[src/rtl/axis_pkg.sv]
// Shared definitions for the stream upsizer: FSM state encoding and the
// lane counter width helper.
package axis_pkg;

    typedef enum logic {
        COLLECT = 1'b0,
        HOLD    = 1'b1
    } state_t;

    // A lane counter needs clog2(ratio) bits, but never fewer than one.
    function automatic int cnt_width(input int r);
        return (r < 2) ? 1 : $clog2(r);
    endfunction

endpackage

[src/rtl/axis_upsizer_if.sv]
// Narrow input stream plus wide framed output stream of the upsizer.
// The slave modport is the upsizer itself, the master modport drives it.
interface axis_upsizer_if #(
    parameter int width = 8,
    parameter int ratio = 4
);
    logic [width-1:0]       up_data;
    logic                   up_valid;
    logic                   up_last;
    logic                   up_ready;
    logic [width*ratio-1:0] down_data;
    logic [ratio-1:0]       down_keep;
    logic                   down_last;
    logic                   down_valid;
    logic                   down_ready;

    modport slave (
        input  up_data, up_valid, up_last, down_ready,
        output up_ready, down_data, down_keep, down_last, down_valid
    );

    modport master (
        output up_data, up_valid, up_last, down_ready,
        input  up_ready, down_data, down_keep, down_last, down_valid
    );
endinterface

[src/rtl/axis_upsizer.sv]
// Packs ratio consecutive width-bit beats into one wide beat with a lane keep
// mask; up_last closes a word early. One word can wait in the accumulator
// (HOLD) while the output register is still occupied.
module axis_upsizer
    import axis_pkg::*;
#(
    parameter int width = 8,
    parameter int ratio = 4
) (
    input logic           clk,
    input logic           rst,
    axis_upsizer_if.slave bus
);
    localparam int CW = cnt_width(ratio);

    state_t                 state;
    state_t                 state_next;
    logic [width*ratio-1:0] acc;
    logic [ratio-1:0]       acc_keep;
    logic                   acc_last;
    logic [CW-1:0]          cnt;
    logic [width*ratio-1:0] out_data;
    logic [ratio-1:0]       out_keep;
    logic                   out_last;
    logic                   out_valid;

    logic                   out_free;
    logic                   beat_ends;
    logic [width*ratio-1:0] merged_data;
    logic [ratio-1:0]       merged_keep;
    logic                   take_beat;
    logic                   load_direct;
    logic                   park_word;
    logic                   release_word;

    assign out_free  = !out_valid || bus.down_ready;
    assign beat_ends = (cnt == CW'(ratio - 1)) || bus.up_last;

    // Accumulator with the incoming beat dropped into lane cnt.
    always_comb begin
        merged_data = acc;
        merged_keep = acc_keep;
        merged_data[int'(cnt)*width +: width] = bus.up_data;
        merged_keep[cnt] = 1'b1;
    end

    // State register.
    always_ff @(posedge clk) begin
        if (rst) state <= COLLECT;
        else     state <= state_next;
    end

    // Next state and datapath control; up_ready depends on state only.
    always_comb begin
        state_next   = state;
        bus.up_ready = 1'b0;
        take_beat    = 1'b0;
        load_direct  = 1'b0;
        park_word    = 1'b0;
        release_word = 1'b0;
        case (state)
            COLLECT: begin
                bus.up_ready = 1'b1;
                if (bus.up_valid) begin
                    if (!beat_ends) begin
                        take_beat = 1'b1;
                    end else if (out_free) begin
                        load_direct = 1'b1;
                    end else begin
                        park_word  = 1'b1;
                        state_next = HOLD;
                    end
                end
            end
            HOLD: begin
                if (out_free) begin
                    release_word = 1'b1;
                    state_next   = COLLECT;
                end
            end
            default: state_next = COLLECT;
        endcase
    end

    // Accumulator, lane counter and output register updates.
    always_ff @(posedge clk) begin
        if (rst) begin
            acc       <= '0;
            acc_keep  <= '0;
            acc_last  <= 1'b0;
            cnt       <= '0;
            out_data  <= '0;
            out_keep  <= '0;
            out_last  <= 1'b0;
            out_valid <= 1'b0;
        end else begin
            if (out_valid && bus.down_ready) out_valid <= 1'b0;
            if (take_beat) begin
                acc      <= merged_data;
                acc_keep <= merged_keep;
                cnt      <= cnt + CW'(1);
            end
            if (park_word) begin
                acc      <= merged_data;
                acc_keep <= merged_keep;
                acc_last <= bus.up_last;
            end
            if (load_direct) begin
                out_data  <= merged_data;
                out_keep  <= merged_keep;
                out_last  <= bus.up_last;
                out_valid <= 1'b1;
                acc       <= '0;
                acc_keep  <= '0;
                acc_last  <= 1'b0;
                cnt       <= '0;
            end
            if (release_word) begin
                out_data  <= acc;
                out_keep  <= acc_keep;
                out_last  <= acc_last;
                out_valid <= 1'b1;
                acc       <= '0;
                acc_keep  <= '0;
                acc_last  <= 1'b0;
                cnt       <= '0;
            end
        end
    end

    assign bus.down_data  = out_data;
    assign bus.down_keep  = out_keep;
    assign bus.down_last  = out_last;
    assign bus.down_valid = out_valid;

endmodule

[src/flat_wrapper.sv]
// flat-port wrapper written by rule: the top's interface ports become plain ports
module axis_upsizer_flat import axis_pkg::*;
#(
    parameter int width = 8,
    parameter int ratio = 4
)
  (clk, rst, bus_up_data, bus_up_valid, bus_up_last, bus_down_ready, bus_up_ready, bus_down_data, bus_down_keep, bus_down_last, bus_down_valid);
  axis_upsizer_if #(.width(width), .ratio(ratio)) bus_i ();
  input logic clk;
  input logic rst;
  input wire logic [$bits(bus_i.up_data)-1:0] bus_up_data;
  input wire logic [$bits(bus_i.up_valid)-1:0] bus_up_valid;
  input wire logic [$bits(bus_i.up_last)-1:0] bus_up_last;
  input wire logic [$bits(bus_i.down_ready)-1:0] bus_down_ready;
  output wire logic [$bits(bus_i.up_ready)-1:0] bus_up_ready;
  output wire logic [$bits(bus_i.down_data)-1:0] bus_down_data;
  output wire logic [$bits(bus_i.down_keep)-1:0] bus_down_keep;
  output wire logic [$bits(bus_i.down_last)-1:0] bus_down_last;
  output wire logic [$bits(bus_i.down_valid)-1:0] bus_down_valid;
  assign bus_i.up_data = bus_up_data;
  assign bus_i.up_valid = bus_up_valid;
  assign bus_i.up_last = bus_up_last;
  assign bus_i.down_ready = bus_down_ready;
  assign bus_up_ready = bus_i.up_ready;
  assign bus_down_data = bus_i.down_data;
  assign bus_down_keep = bus_i.down_keep;
  assign bus_down_last = bus_i.down_last;
  assign bus_down_valid = bus_i.down_valid;
  axis_upsizer #(.width(width), .ratio(ratio)) u_core (.clk(clk), .rst(rst), .bus(bus_i));
endmodule
[config.mk]
export PLATFORM = sky130hd
export DESIGN_NAME = axis_upsizer_flat
export DESIGN_NICKNAME = d
export VERILOG_FILES = /design/src/rtl/axis_pkg.sv /design/src/rtl/axis_upsizer_if.sv /design/src/rtl/axis_upsizer.sv /design/src/flat_wrapper.sv
export SDC_FILE = /design/constraint.sdc
export NUM_CORES = 1
export LEC_CHECK = 0
export CAP_MARGIN = 20
export CORE_UTILIZATION = 36
export DETAILED_ROUTE_END_ITERATION = 6
export PLACE_DENSITY_LB_ADDON = 0.3
export SYNTH_ARGS = -nofsm -noshare
export SYNTH_HDL_FRONTEND = slang
export SYNTH_SLANG_ARGS = --single-unit
[constraint.sdc]
create_clock -name clk -period 2.4 [get_ports clk]
set_clock_uncertainty 0.2 [all_clocks]
set_input_delay 0.48 -clock clk [delete_from_list [all_inputs] [get_ports clk]]
set_output_delay 0.48 -clock clk [all_outputs]
set_load 0.01 [all_outputs]
==> out/metrics.yaml <==
routing:
  wl_microns: 9820
  drc_errors: 3
  drtAntennaViolNets: 0
  initialDrtViolationCount: 282
  wl_per_cell_microns: 16.3
  via_per_inst: 5.67
  vias: 3422
  dr.pass1.iters: 7
power:
  p_per_area_nw_per_um2: 562
  netSwitchingPower_mw: 0.662
  switching_share: 0.254
  p_int_mw: 1.94
  clkPwrFrac: 0.362
  ir_drop_uv: 260
  p_leak_nw: 1.65
  p_seq_frac: 0.512
  p_comb_frac: 0.126
synthesis:
  syn_area_sq_um: 3660
  synth_seq_cells: 78
  synth-edff-count: 0
  synth-adder-area-share: 0.0273
  avgSynthCellArea_sq_um: 8.83
  synthFlopType: "dfxtp_1"
  syn-num-nets: 436
  synth_seq_area_share: 0.426
  synthMuxAreaShare: 0
  synth-simple-area-share: 0.183
  synthXorXnorAreaFrac: 0.00239
  netlist_instances: 415
  async_reset_ff_frac: 0
  synth_cell_types: 39
  yosys_warnings: 0
  synth-compound-area-share: 0.306
  synth_top_family_by_area: "compound AO/OA/AOI/OAI gates"
clock_tree:
  holdBufCountCts: 0
  clk_latency_ns: 0.35
  cts_htree_levels: 3
  cts_made_buffers: 9
  ctsResizeCount: 0
  cts_tree: "built"
  cts_setup_buffers: 0
  cts.sinks: 78
  cts_buffer_depth: 2
  cts.clk_slew.worst_paths_ns: 0.08
  cts-root-buf: "clkbuf_8"
layout:
  fin_nets: 488
  area_growth_pct: 26.3
  n_antenna_cell: 0
  drive_gt1_frac: 0.125
global_routing:
  grt-ovfl-total: 0
  grt_pass1_wl_microns: 15700
  antenna_found_initial: 0
  grt_pass1_vias: 3039
  grt_usage: 0.196
  grt_max_degree: 56
floorplanning:
  fp.dieW_microns: 103
  num_rows: 36
  start_util: 0.373
  fp.dieArea_sq_um: 10600
  core-area_sq_um: 9820
  die_h_microns: 103
  ios: 52
setup_path:
  cp.required_ns: 2.49
  crit_path_start_kind: "register"
  cp_slowest_cell: "or3b_4"
  critPathMaxStageDelay_ns: 0.44
  worst_setup_path_end_kind: "register"
  arrival_ns: 2.32
  path_cells: "inv_1, ha_1, or3b_4, a2111oi_4, buf_4, a22oi_1, nor2_1"
  path_max_fanout: 7
  path_class: "register to register"
sta:
  slew_viol_final: 0
  maxSlewHeadroom: 0.541
  max_slew.worst_pin.slew_ns: 0.685
  hold_violations: 0
  holdWs_ns: 0.253
  setup_viol: 0
  period_share: 0.928
  fin_crit_ns: 2.23
  rsz0062_at_grt: "no"
  clock.fmax_ghz: 0.449
  setup_tns_ns: 0
placement:
  hpwlAfterDp_microns: 6540
  port_buffers: 51
  gp_congestion: 0.795
flow_run:
  cap_violations: 0
outcome:
  violations: "DRC"
  status: "complete, but fails checks"
min_path:
  hold_class: "register to register"
==> power groups by stage <==
stage               Combinational [mW]  Clock, mW  Sequential [mW]
floorplan                        0.178          0             1.37
finish                           0.329      0.942             1.33
CTS                              0.327      0.960             1.33
detailed placement               0.325          0             1.36
global route                     0.358       1.03             1.33
global placement                 0.321          0             1.36
==> final cells by class <==
| type | instances | area (sq um) |
|---|---|---|
| Sequential cell | 78 | 1560 |
| Timing Repair Buffer | 80 | 778 |
| Fill cell | 966 | 5190 |
| Tap cell | 133 | 166 |
| Inverter | 9 | 33.8 |
| Clock buffer | 15 | 186 |
| Multi-Input combinational cell | 289 | 1900 |
==> registers in the layout, summed over array words and instances (netlist names) <==
| register | flops |
|---|---|
| u_core.acc | 32 |
| u_core.bus.down_data | 32 |
| u_core.acc_keep | 4 |
| u_core.bus.down_keep | 4 |
| u_core.cnt | 2 |
| u_core.acc_last | 1 |
| u_core.bus.down_last | 1 |
| u_core.bus.down_valid | 1 |
| u_core.state | 1 |
==> worst max-delay path, delay by kind of cell (launching register included) <==
| family | cells | cell delay, ns |
|---|---|---|
| and+or+nand+nor | 2 | 0.55 |
| AOI/OAI and AO/OA | 2 | 0.36 |
| DFF | 1 | 0.42 |
| adders and majority gates | 1 | 0.35 |
| buffers and inverters | 2 | 0.28 |
==> cell usage in the layout (no fill, tap or decap), drive strengths merged, types with 8 or more instances in the layout <==
cell type and n:
a21oi 34, a222oi 24, a22oi 31, buf 29, clkbuf 15, clkdlybuf4s50 51, dfxtp 78, ha 8
inv 9, nand2 27, nand3b 8, nor2 55, o21ai 25, o41ai 8, or3 24
==> worst paths after layout <==
path | from | to | slack, ns | cells past startpoint
setup reg to reg | u_core.cnt[1]$_SDFFE_PP0P_ | u_core.acc[22]$_SDFFE_PP0P_ | 0.17 | 7
setup / recovery | u_core.cnt[1]$_SDFFE_PP0P_ | u_core.acc[22]$_SDFFE_PP0P_ | 0.17 | 7
hold reg to reg | u_core.bus.down_data[27]$_SDFFE_PP0P_ | u_core.bus.down_data[27]$_SDFFE_PP0P_ | 0.25 | 2
hold / removal | u_core.bus.down_data[27]$_SDFFE_PP0P_ | u_core.bus.down_data[27]$_SDFFE_PP0P_ | 0.25 | 2
==> stage by stage <==
stage                     utilization  std cells  cell area (sq um)  worst slack, ns  power [mW]
after floorplan                     -        415               3660            0.209        1.55
after global placement          0.452        589               4440           0.0489        1.68
after detailed placement        0.452        589               4440           0.0253        1.69
after CTS                       0.471        604               4630            0.169        2.62
after global routing            0.471        604               4630           0.0212        2.72
final                           0.471        604               4630            0.173        2.60
==> Yosys cell counts (5+ instances only) <==
| cell type | number | area share |
|---|---|---|
| a211oi_1 | 5 | 0.010 |
| a21oi_1 | 34 | 0.046 |
| a221oi_1 | 7 | 0.017 |
| a222oi_1 | 24 | 0.066 |
| a22oi_1 | 31 | 0.064 |
| buf_1 | 5 | 0.0051 |
| buf_2 | 11 | 0.015 |
| clkbuf_1 | 21 | 0.022 |
| dfxtp_1 | 78 | 0.43 |
| ha_1 | 8 | 0.027 |
| inv_1 | 8 | 0.0082 |
| nand2_1 | 27 | 0.028 |
| nand3b_1 | 8 | 0.016 |
| nor2_1 | 53 | 0.054 |
| nor3_1 | 5 | 0.0068 |
| o21ai_0 | 24 | 0.033 |
| o41ai_2 | 7 | 0.031 |
| or3_1 | 24 | 0.041 |
==> layer usage <==
layer	wire length [microns]	global-route usage	vias to the layer above
met2	4420	0.309	109
met4	139	0.0585	0
met1	4690	0.268	1632
met3	574	0.0441	13
met5	0	0	-
li1	-	-	1668
==> kinds of logic after synthesis <==
group	Yosys count
AO/OA/AOI/OAI	146
AND/OR/NAND/NOR	134
flip-flops	78
buffers and inverters	48
adder cells (fa/ha/maj)	8
XOR/XNOR	1
Note: power is estimated with default switching activity, not from simulation.
